## src/rtl/param_counter_if.sv

```systemverilog
// param_counter_if: control inputs and count/status outputs of param_counter.
interface param_counter_if #(parameter int WIDTH = 32);
    logic             en;
    logic             up_dn;
    logic             clear;
    logic             load;
    logic [WIDTH-1:0] load_val;
    logic             ovf_clr;
    logic [WIDTH-1:0] count;
    logic             tc;
    logic             ovf;

    modport master (output en, up_dn, clear, load, load_val, ovf_clr, input count, tc, ovf);
    modport slave  (input en, up_dn, clear, load, load_val, ovf_clr, output count, tc, ovf);
endinterface

```

## src/rtl/param_counter.sv

```systemverilog
// param_counter: prescaled up/down counter over 0..MAX_VAL with wrap or saturate,
// registered terminal-count pulse and sticky range-end flag.
module param_counter #(
    parameter int               WIDTH    = 32,
    parameter logic [WIDTH-1:0] MAX_VAL  = {WIDTH{1'b1}},
    parameter int               DIV      = 1,
    parameter bit               SATURATE = 1'b0
) (
    input  logic          clk,
    input  logic          rst,
    param_counter_if.slave bus
);
    localparam logic [15:0] PRE_LAST = 16'(DIV - 1);

    logic [15:0]      pre_q, pre_d;
    logic [WIDTH-1:0] count_q, count_d;
    logic             tc_q, tc_d, ovf_q, ovf_d;
    logic             do_step, at_end;
    logic [WIDTH-1:0] step_val, load_clamped;

    always_comb begin
        do_step      = !bus.clear && !bus.load && bus.en && pre_q == PRE_LAST;
        at_end       = bus.up_dn ? count_q == MAX_VAL : count_q == '0;
        // range ends either hold (saturate) or jump to the opposite end
        step_val     = bus.up_dn ? (at_end ? (SATURATE ? MAX_VAL : '0) : count_q + 1'b1)
                                 : (at_end ? (SATURATE ? '0 : MAX_VAL) : count_q - 1'b1);
        load_clamped = bus.load_val > MAX_VAL ? MAX_VAL : bus.load_val;
        pre_d        = (bus.clear || bus.load) ? '0 :
                       bus.en ? (pre_q == PRE_LAST ? '0 : pre_q + 1'b1) : pre_q;
        count_d      = bus.clear ? '0 : bus.load ? load_clamped : do_step ? step_val : count_q;
        tc_d         = do_step && at_end;
        ovf_d        = tc_d || (ovf_q && !bus.ovf_clr);
    end

    always_ff @(posedge clk or posedge rst) begin
        if (rst) begin
            pre_q   <= '0;
            count_q <= '0;
            tc_q    <= 1'b0;
            ovf_q   <= 1'b0;
        end else begin
            pre_q   <= pre_d;
            count_q <= count_d;
            tc_q    <= tc_d;
            ovf_q   <= ovf_d;
        end
    end

    assign bus.count = count_q;
    assign bus.tc    = tc_q;
    assign bus.ovf   = ovf_q;
endmodule
```

## src/flat_wrapper.sv

```systemverilog
// flat-port wrapper written by rule: the top's interface ports become plain ports
module param_counter_flat 
#(
    parameter int               WIDTH    = 32,
    parameter logic [WIDTH-1:0] MAX_VAL  = {WIDTH{1'b1}},
    parameter int               DIV      = 1,
    parameter bit               SATURATE = 1'b0
)
  (clk, rst, bus_en, bus_up_dn, bus_clear, bus_load, bus_load_val, bus_ovf_clr, bus_count, bus_tc, bus_ovf);
  param_counter_if #(.WIDTH(WIDTH)) bus_i ();
  input  logic clk;
  input  logic rst;
  input wire logic [$bits(bus_i.en)-1:0] bus_en;
  input wire logic [$bits(bus_i.up_dn)-1:0] bus_up_dn;
  input wire logic [$bits(bus_i.clear)-1:0] bus_clear;
  input wire logic [$bits(bus_i.load)-1:0] bus_load;
  input wire logic [$bits(bus_i.load_val)-1:0] bus_load_val;
  input wire logic [$bits(bus_i.ovf_clr)-1:0] bus_ovf_clr;
  output wire logic [$bits(bus_i.count)-1:0] bus_count;
  output wire logic [$bits(bus_i.tc)-1:0] bus_tc;
  output wire logic [$bits(bus_i.ovf)-1:0] bus_ovf;
  assign bus_i.en = bus_en;
  assign bus_i.up_dn = bus_up_dn;
  assign bus_i.clear = bus_clear;
  assign bus_i.load = bus_load;
  assign bus_i.load_val = bus_load_val;
  assign bus_i.ovf_clr = bus_ovf_clr;
  assign bus_count = bus_i.count;
  assign bus_tc = bus_i.tc;
  assign bus_ovf = bus_i.ovf;
  param_counter #(.WIDTH(WIDTH), .MAX_VAL(MAX_VAL), .DIV(DIV), .SATURATE(SATURATE)) u_core (.clk(clk), .rst(rst), .bus(bus_i));
endmodule
```

## config.mk

```make
export PLATFORM = sky130hd
export DESIGN_NAME = param_counter_flat
export DESIGN_NICKNAME = d
export VERILOG_FILES = /design/src/rtl/param_counter_if.sv /design/src/rtl/param_counter.sv /design/src/flat_wrapper.sv
export SDC_FILE = /design/constraint.sdc
export NUM_CORES = 1
export LEC_CHECK = 0
export BUFFER_PORTS_ARGS = -buffer_cell sky130_fd_sc_hd__buf_2
export CAP_MARGIN = 20
export CORE_MARGIN = 2
export CORE_UTILIZATION = 45
export DETAILED_ROUTE_END_ITERATION = 8
export PLACE_DENSITY = 0.67
export SLEW_MARGIN = 20
export SYNTH_ARGS = -nofsm -noshare
export SYNTH_HDL_FRONTEND = slang
export SYNTH_SLANG_ARGS = --single-unit
```

## constraint.sdc

```tcl
create_clock -name clk -period 2.9 [get_ports clk]
set_input_delay 0.58 -clock clk [delete_from_list [all_inputs] [get_ports clk]]
set_output_delay 0.58 -clock clk [all_outputs]
set_load 0.01 [all_outputs]
```

==> metrics, run 1 <==
initial antenna violation count 0; FP Rows 34; CTS sink cnt 50; core area 8806 um2; # IOs 73; crit path buf inv count 2; Die Height 99.81 um; max-slew violations 0; Finished Core Util 56.88%; vias 4649; Synth area leader dfrtp_1; fraction of layout cells with a size suffix above 1 24.92%; minimum clock period 2.774 ns; Initial Util 46.90%; clock buffer depth 2; final WL 14.17 mm; post-synthesis adder-cell area fraction 1.515%; hold violation count in the final report 0; post-synthesis cell area 4130 um2; Max-Cap Viols 0; cell count of the worst reg-to-reg path 9; Worst setup SP type flop; Pleak 2.173 nW; root buf cell clkbuf_8; worst skew pair latency 0.31 ns; area of the multi-input gates 2618 um2; reg-to-reg critical path endpoint u_core.bus.count[11]; Total Routing Usage GR 28.51%; storage element area 1251 um2; R2R setup slack 0.13 ns; Crit Path Class flop to flop; main flop type after synthesis dfrtp_1; post-placement cell area 4876 um2; worst min path class input pin to asynchronous set/reset pin; Routed WL per cell 19.41 um; XOR/XNOR Fraction of Synth Area 8.058%; Yosys warning count 0; gate count of the mapped netlist 532; Unique masters post-synth 55; PwrDens 380.8 nW/um2; Setup WS post-layout 0.1265 ns; most frequent cell after synthesis o21ai_0; fill count 869; drt first pass iters 5; finished layout cell area 5009 um2; H-tree levels 2; setup violators final 0; CP Capture Type flop; TritonCTS clock tree yes; number of synthesized register bits 50; CP peak stage delay 0.60 ns; status complete, no violations; first-pass GRT wire length 22.94 mm; Post-synth top cells o21ai_0, dfrtp_1, clkbuf_1, nand2_1, nor2_1; simple-gate share of the synthesized area 28.78%; Post-Syn Area per Cell 7.764 um2; setup slack at placement 0.05176 ns; vias in the first global route 4648; CTS buffer count 5; Syn-to-layout area delta 21.27%; Port Buffers 72; Max VDD drop 0.1730 mV; critical path, cell by cell inv_1 -> ha_1 -> or4b_2 -> or4_4 -> o21ai_1 -> buf_4 -> nand2_1 -> o41a_1 -> o31ai_1; GR Overflow Total 0; Remaining DRCs 0; EDFF count, synth 0; nets@finish 665; worst r2r src u_core.pre_q[1]; Slew Limit Headroom 59.78%; worst slew pin tran 0.6010 ns; register area share after synthesis 30.29%; routability cong. 0.9219; slowest CP cell or4b_2; net count after synthesis 576; Crit Path Max Fanout 6; initial DRC count 386; largest family of logic cells by synthesized area simple AND/OR/NAND/NOR gates; mux contribution to synthesized area 0%; largest net degree at the start of global routing 31; Synth top area share 30.29%; die footprint 9961 um2; Clk pin slew, worst setup/hold paths 0.10 ns; asr flop ratio synth 100.0%; largest cells by area after synthesis dfrtp_1, o21ai_0, xnor2_1; Via density 6.368; crit path DAT 2.99 ns; delay-heaviest family, CP simple AND/OR/NAND/NOR gates; die span in x 99.81 um; Peak Freq 360.6 MHz; Crit path required time 3.12 ns; Tcrit/Tclk final 95.64%; n_diodes 0; ANT nets after route 0; Final HPWL DP 10.15 mm; skew final 0.006759 ns; Synth Area in Compound Gates 24.72%
==> through the flow <==
stage / TNS, ns / hold WS, ns / power [mW] / std cells
2_1_floorplan: 0 / 0.4427 / 1.146 / 532
3_3_place_gp: 0 / 0.4802 / 1.372 / 721
3_5_place_dp: 0 / 0.4866 / 1.381 / 721
4_1_cts: 0 / 0.3145 / 1.911 / 729
5_1_grt: -0.06087 / 0.3307 / 2.009 / 730
6_report: 0 / 0.2902 / 1.907 / 730
==> worst reg2reg max path: cells and delay by family (launching register included) <==
| kind | cells | cell delay, ns |
|---|---|---|
| AOI/OAI and AO/OA | 3 | 0.66 |
| buffers and inverters | 2 | 0.25 |
| adders and majority gates | 1 | 0.13 |
| DFF | 1 | 0.39 |
| and+or+nand+nor | 3 | 1.25 |
==> cell families (layout without fill, tap and decap cells) <==
group           after synthesis  in the layout
xor+xnor                     38             38
compound gates              154            154
fa+ha+maj                     5              5
buf+inv                      66            156
simple gates                219            219
flops                        50             50
==> per-layer routing <==
layer | track usage, % | share of wire [%] | up-vias
met1 | 39.06 | 43 | 2227
met4 | 10.64 | 2.8 | 0
met2 | 46.31 | 47 | 214
li1 | - | - | 2170
met3 | 3.621 | 7.3 | 38
met5 | 0 | 0 | -
==> where the power goes <==
group	leakage (nW)	switching [mW]	internal, mW	total (mW)
clock	0.0585	0.266	0.259	0.526
combinational	1.45	0.341	0.245	0.586
sequential	0.669	0.0594	0.736	0.796
==> how the worst max path moves through the flow <==
stage,start,end,slack [ns],cells past startpoint
final,u_core.pre_q[1],u_core.bus.count[11],0.13,9
after global routing,u_core.pre_q[0],u_core.bus.count[11],-0.04,9
after CTS,u_core.pre_q[1],u_core.bus.count[11],0.03,9
after detailed placement,u_core.pre_q[1],u_core.bus.count[11],0.05,9
after global placement,u_core.pre_q[0],u_core.bus.count[11],0.1,9
after floorplan,u_core.bus.count[18],u_core.bus.count[24],0.14,8
==> sequential cells by signal, summed over array words and instances, names as in the netlist <==
name	count
u_core.bus.tc	1
u_core.bus.count	32
u_core.pre_q	16
u_core.bus.ovf	1
==> layout by cell type (no fill, tap or decap), types with 6 or more instances in the layout <==
master and instances:
nor4_1 16, a21oi_1 20, o21ai_0 53, xnor2_1 25, xor2_1 13, dfrtp_1 50
and3_1 7, o31ai_1 9, nor3_1 24, nand4_1 20, nand3_1 33, or4_1 9
or3_1 10, buf_2 72, a22oi_1 18, inv_1 16, nand2_1 36, nor2_1 33
a221o_1 7, buf_4 57, and2_1 6
==> layout make-up <==
class / count / area share (%)
Clock inverter: 3 / 0.8743
Inverter: 17 / 1.274
Multi-Input combinational cell: 416 / 52.26
Tap cell: 108 / 2.698
Sequential cell: 50 / 24.98
Clock buffer: 5 / 1.374
Timing Repair Buffer: 131 / 16.54
==> repair_timing <==
action                     CTS  global route
buffers inserted             0             1
resized for setup            0             5
hold buffers                 0             0
setup endpoints to repair    0            24
Note: power is estimated with default switching activity, not from simulation.
==> run 2, diff against run 1 <==
Settings changed: CELL_PAD_IN_SITES_DETAIL_PLACEMENT from default to 2, CELL_PAD_IN_SITES_GLOBAL_PLACEMENT from default to 2, CORE_UTILIZATION 45 to 30, PLACE_DENSITY 0.67 to 0.76.
==> metrics, run 2 (synthesized netlist as in run 1, its figures left out) <==
skew final 0.008693 ns; CTS sink cnt 50; Slew Limit Headroom 44.48%; Initial Util 30.94%; final cell count without fillers 799; vias 4745; H-tree levels 2; worst min-delay path startpoint bus_ovf_clr; reg-to-reg critical path endpoint u_core.bus.count[12]; Die Height 121.3 um; Via density 5.939; setup bufs post-CTS 0; worst skew pair latency 0.31 ns; Tcrit/Tclk final 96.27%; vias in the first global route 5203; initial DRC count 257; setup violators final 0; sequential power share 38.7%; hold path cells 2; R2R setup slack 0.11 ns; worst min path class input pin to flop; worst slew pin tran 0.8297 ns; root buf cell clkbuf_16; drt first pass iters 4; first-pass GRT wire length 29.26 mm; Inst Count DP 792; max-slew violations 0; Total Routing Usage GR 25.65%; fill count 1586; n_diodes 0; # IOs 73; CP Capture Type flop; Worst setup SP type flop; crit path DAT 2.98 ns; Routed WL per cell 22.60 um; sink of the worst hold path u_core.bus.ovf; cell count of the worst reg-to-reg path 8; core area 13350 um2; Cell Int Power 1.302 mW; Final HPWL DP 13.17 mm; TNS Setup 0 ns; most common cell after layout, fill and taps aside buf_2; nets@finish 667; CTS buffer count 5; Syn-to-layout area delta 24.96%; final WL 18.06 mm; routability cong. 0.8549; die footprint 14720 um2; FP Rows 42; Pleak 2.200 nW; ANT nets after route 0; Max VDD drop 0.2012 mV; largest net degree at the start of global routing 51; Port Buffers 72; Crit Path Max Fanout 12; PwrDens 397.4 nW/um2; sw frac 36.50%; die span in x 121.3 um; TritonCTS clock tree yes; hold violation count in the final report 0; Crit path required time 3.09 ns; minimum clock period 2.792 ns; initial antenna violation count 0; Sw Pwr 0.7485 mW; fraction of layout cells with a size suffix above 1 25.52%; CP startpoint u_core.pre_q[1]; Clk pwr share 30.8%; Clk pin slew, worst setup/hold paths 0.07 ns; max reg flops 32; commonest non-fill, non-tap cells in the layout buf_2, buf_4, o21ai_0; clock buffer depth 2; GR Overflow Total 0; status complete, no violations; worst r2r src u_core.pre_q[1]; Crit Path Class flop to flop; combinational share of power 30.4%; Remaining DRCs 0; Peak Freq 358.2 MHz; Max-Cap Viols 0
[run 2: cell count changes in the layout (fill, tap and decap cells not counted), sizes merged]
cell / previous run / this run
bufinv: 1 / 0
buf: 131 / 133
[run 2: how the worst max path moves through the flow]
| stage | endpoint | cells past startpoint |
|---|---|---|
| after floorplan | u_core.bus.count[24] | 8 |
| after global placement | u_core.bus.count[1] | 8 |
| after detailed placement | u_core.bus.count[12] | 8 |
| after CTS | u_core.bus.count[12] | 8 |
| after global routing | u_core.bus.count[22] | 9 |
| final | u_core.bus.count[12] | 8 |
[run 2: layer usage]
metal  track usage [%]  part of all wire [%]
met1             34.89                    45
met5                 0                     0
met4             6.466                   1.6
met3             3.618                   4.7
met2             42.80                    49
[run 2: power groups by stage]
stage / sequential (mW) / clock [mW] / combinational (mW)
2_1_floorplan: 0.804 / 0 / 0.342
3_3_place_gp: 0.804 / 0 / 0.590
6_report: 0.794 / 0.632 / 0.624
5_1_grt: 0.802 / 0.674 / 0.679
4_1_cts: 0.794 / 0.653 / 0.618
3_5_place_dp: 0.807 / 0 / 0.614
[run 2: stage by stage]
stage	utilization [%]	hold slack, ns	cell area (um2)	total power, mW	setup WS (ns)
5_1_grt	38.67	0.4492	5161	2.155	-0.003075
4_1_cts	38.40	0.4395	5125	2.065	0.002132
6_report	38.67	0.4494	5161	2.051	0.1081
2_1_floorplan	-	0.4427	4130	1.146	0.1413
3_3_place_gp	37.35	0.4807	4986	1.393	0.09361
3_5_place_dp	37.35	0.4887	4986	1.421	0.009688
[run 2: area by class of cell]
type                       count  area, um2  share of cell area [%]
multi-input combinational    416       2640                   51.15
inverter                      17      63.81                   1.236
tap                          176      220.2                   4.267
clock inverter                 2      13.76                  0.2667
timing repair buffer         133      847.1                   16.41
sequential                    50       1251                   24.24
clock buffer                   5      125.1                   2.424
[run 2: worst max-delay path, stage by stage (launching register included)]
cell and delay, ns:
dfrtp_1 0.39, inv_1 0.07, ha_1 0.12, or4b_2 0.61, or4_4 0.58, o21a_4 0.24, buf_6 0.15, buf_4 0.16
a221o_1 0.35
[run 2: timing repair]
action | in CTS | in global routing
hold buffers | 0 | 0
resized for setup | 0 | 8
setup endpoints to repair | 0 | 13
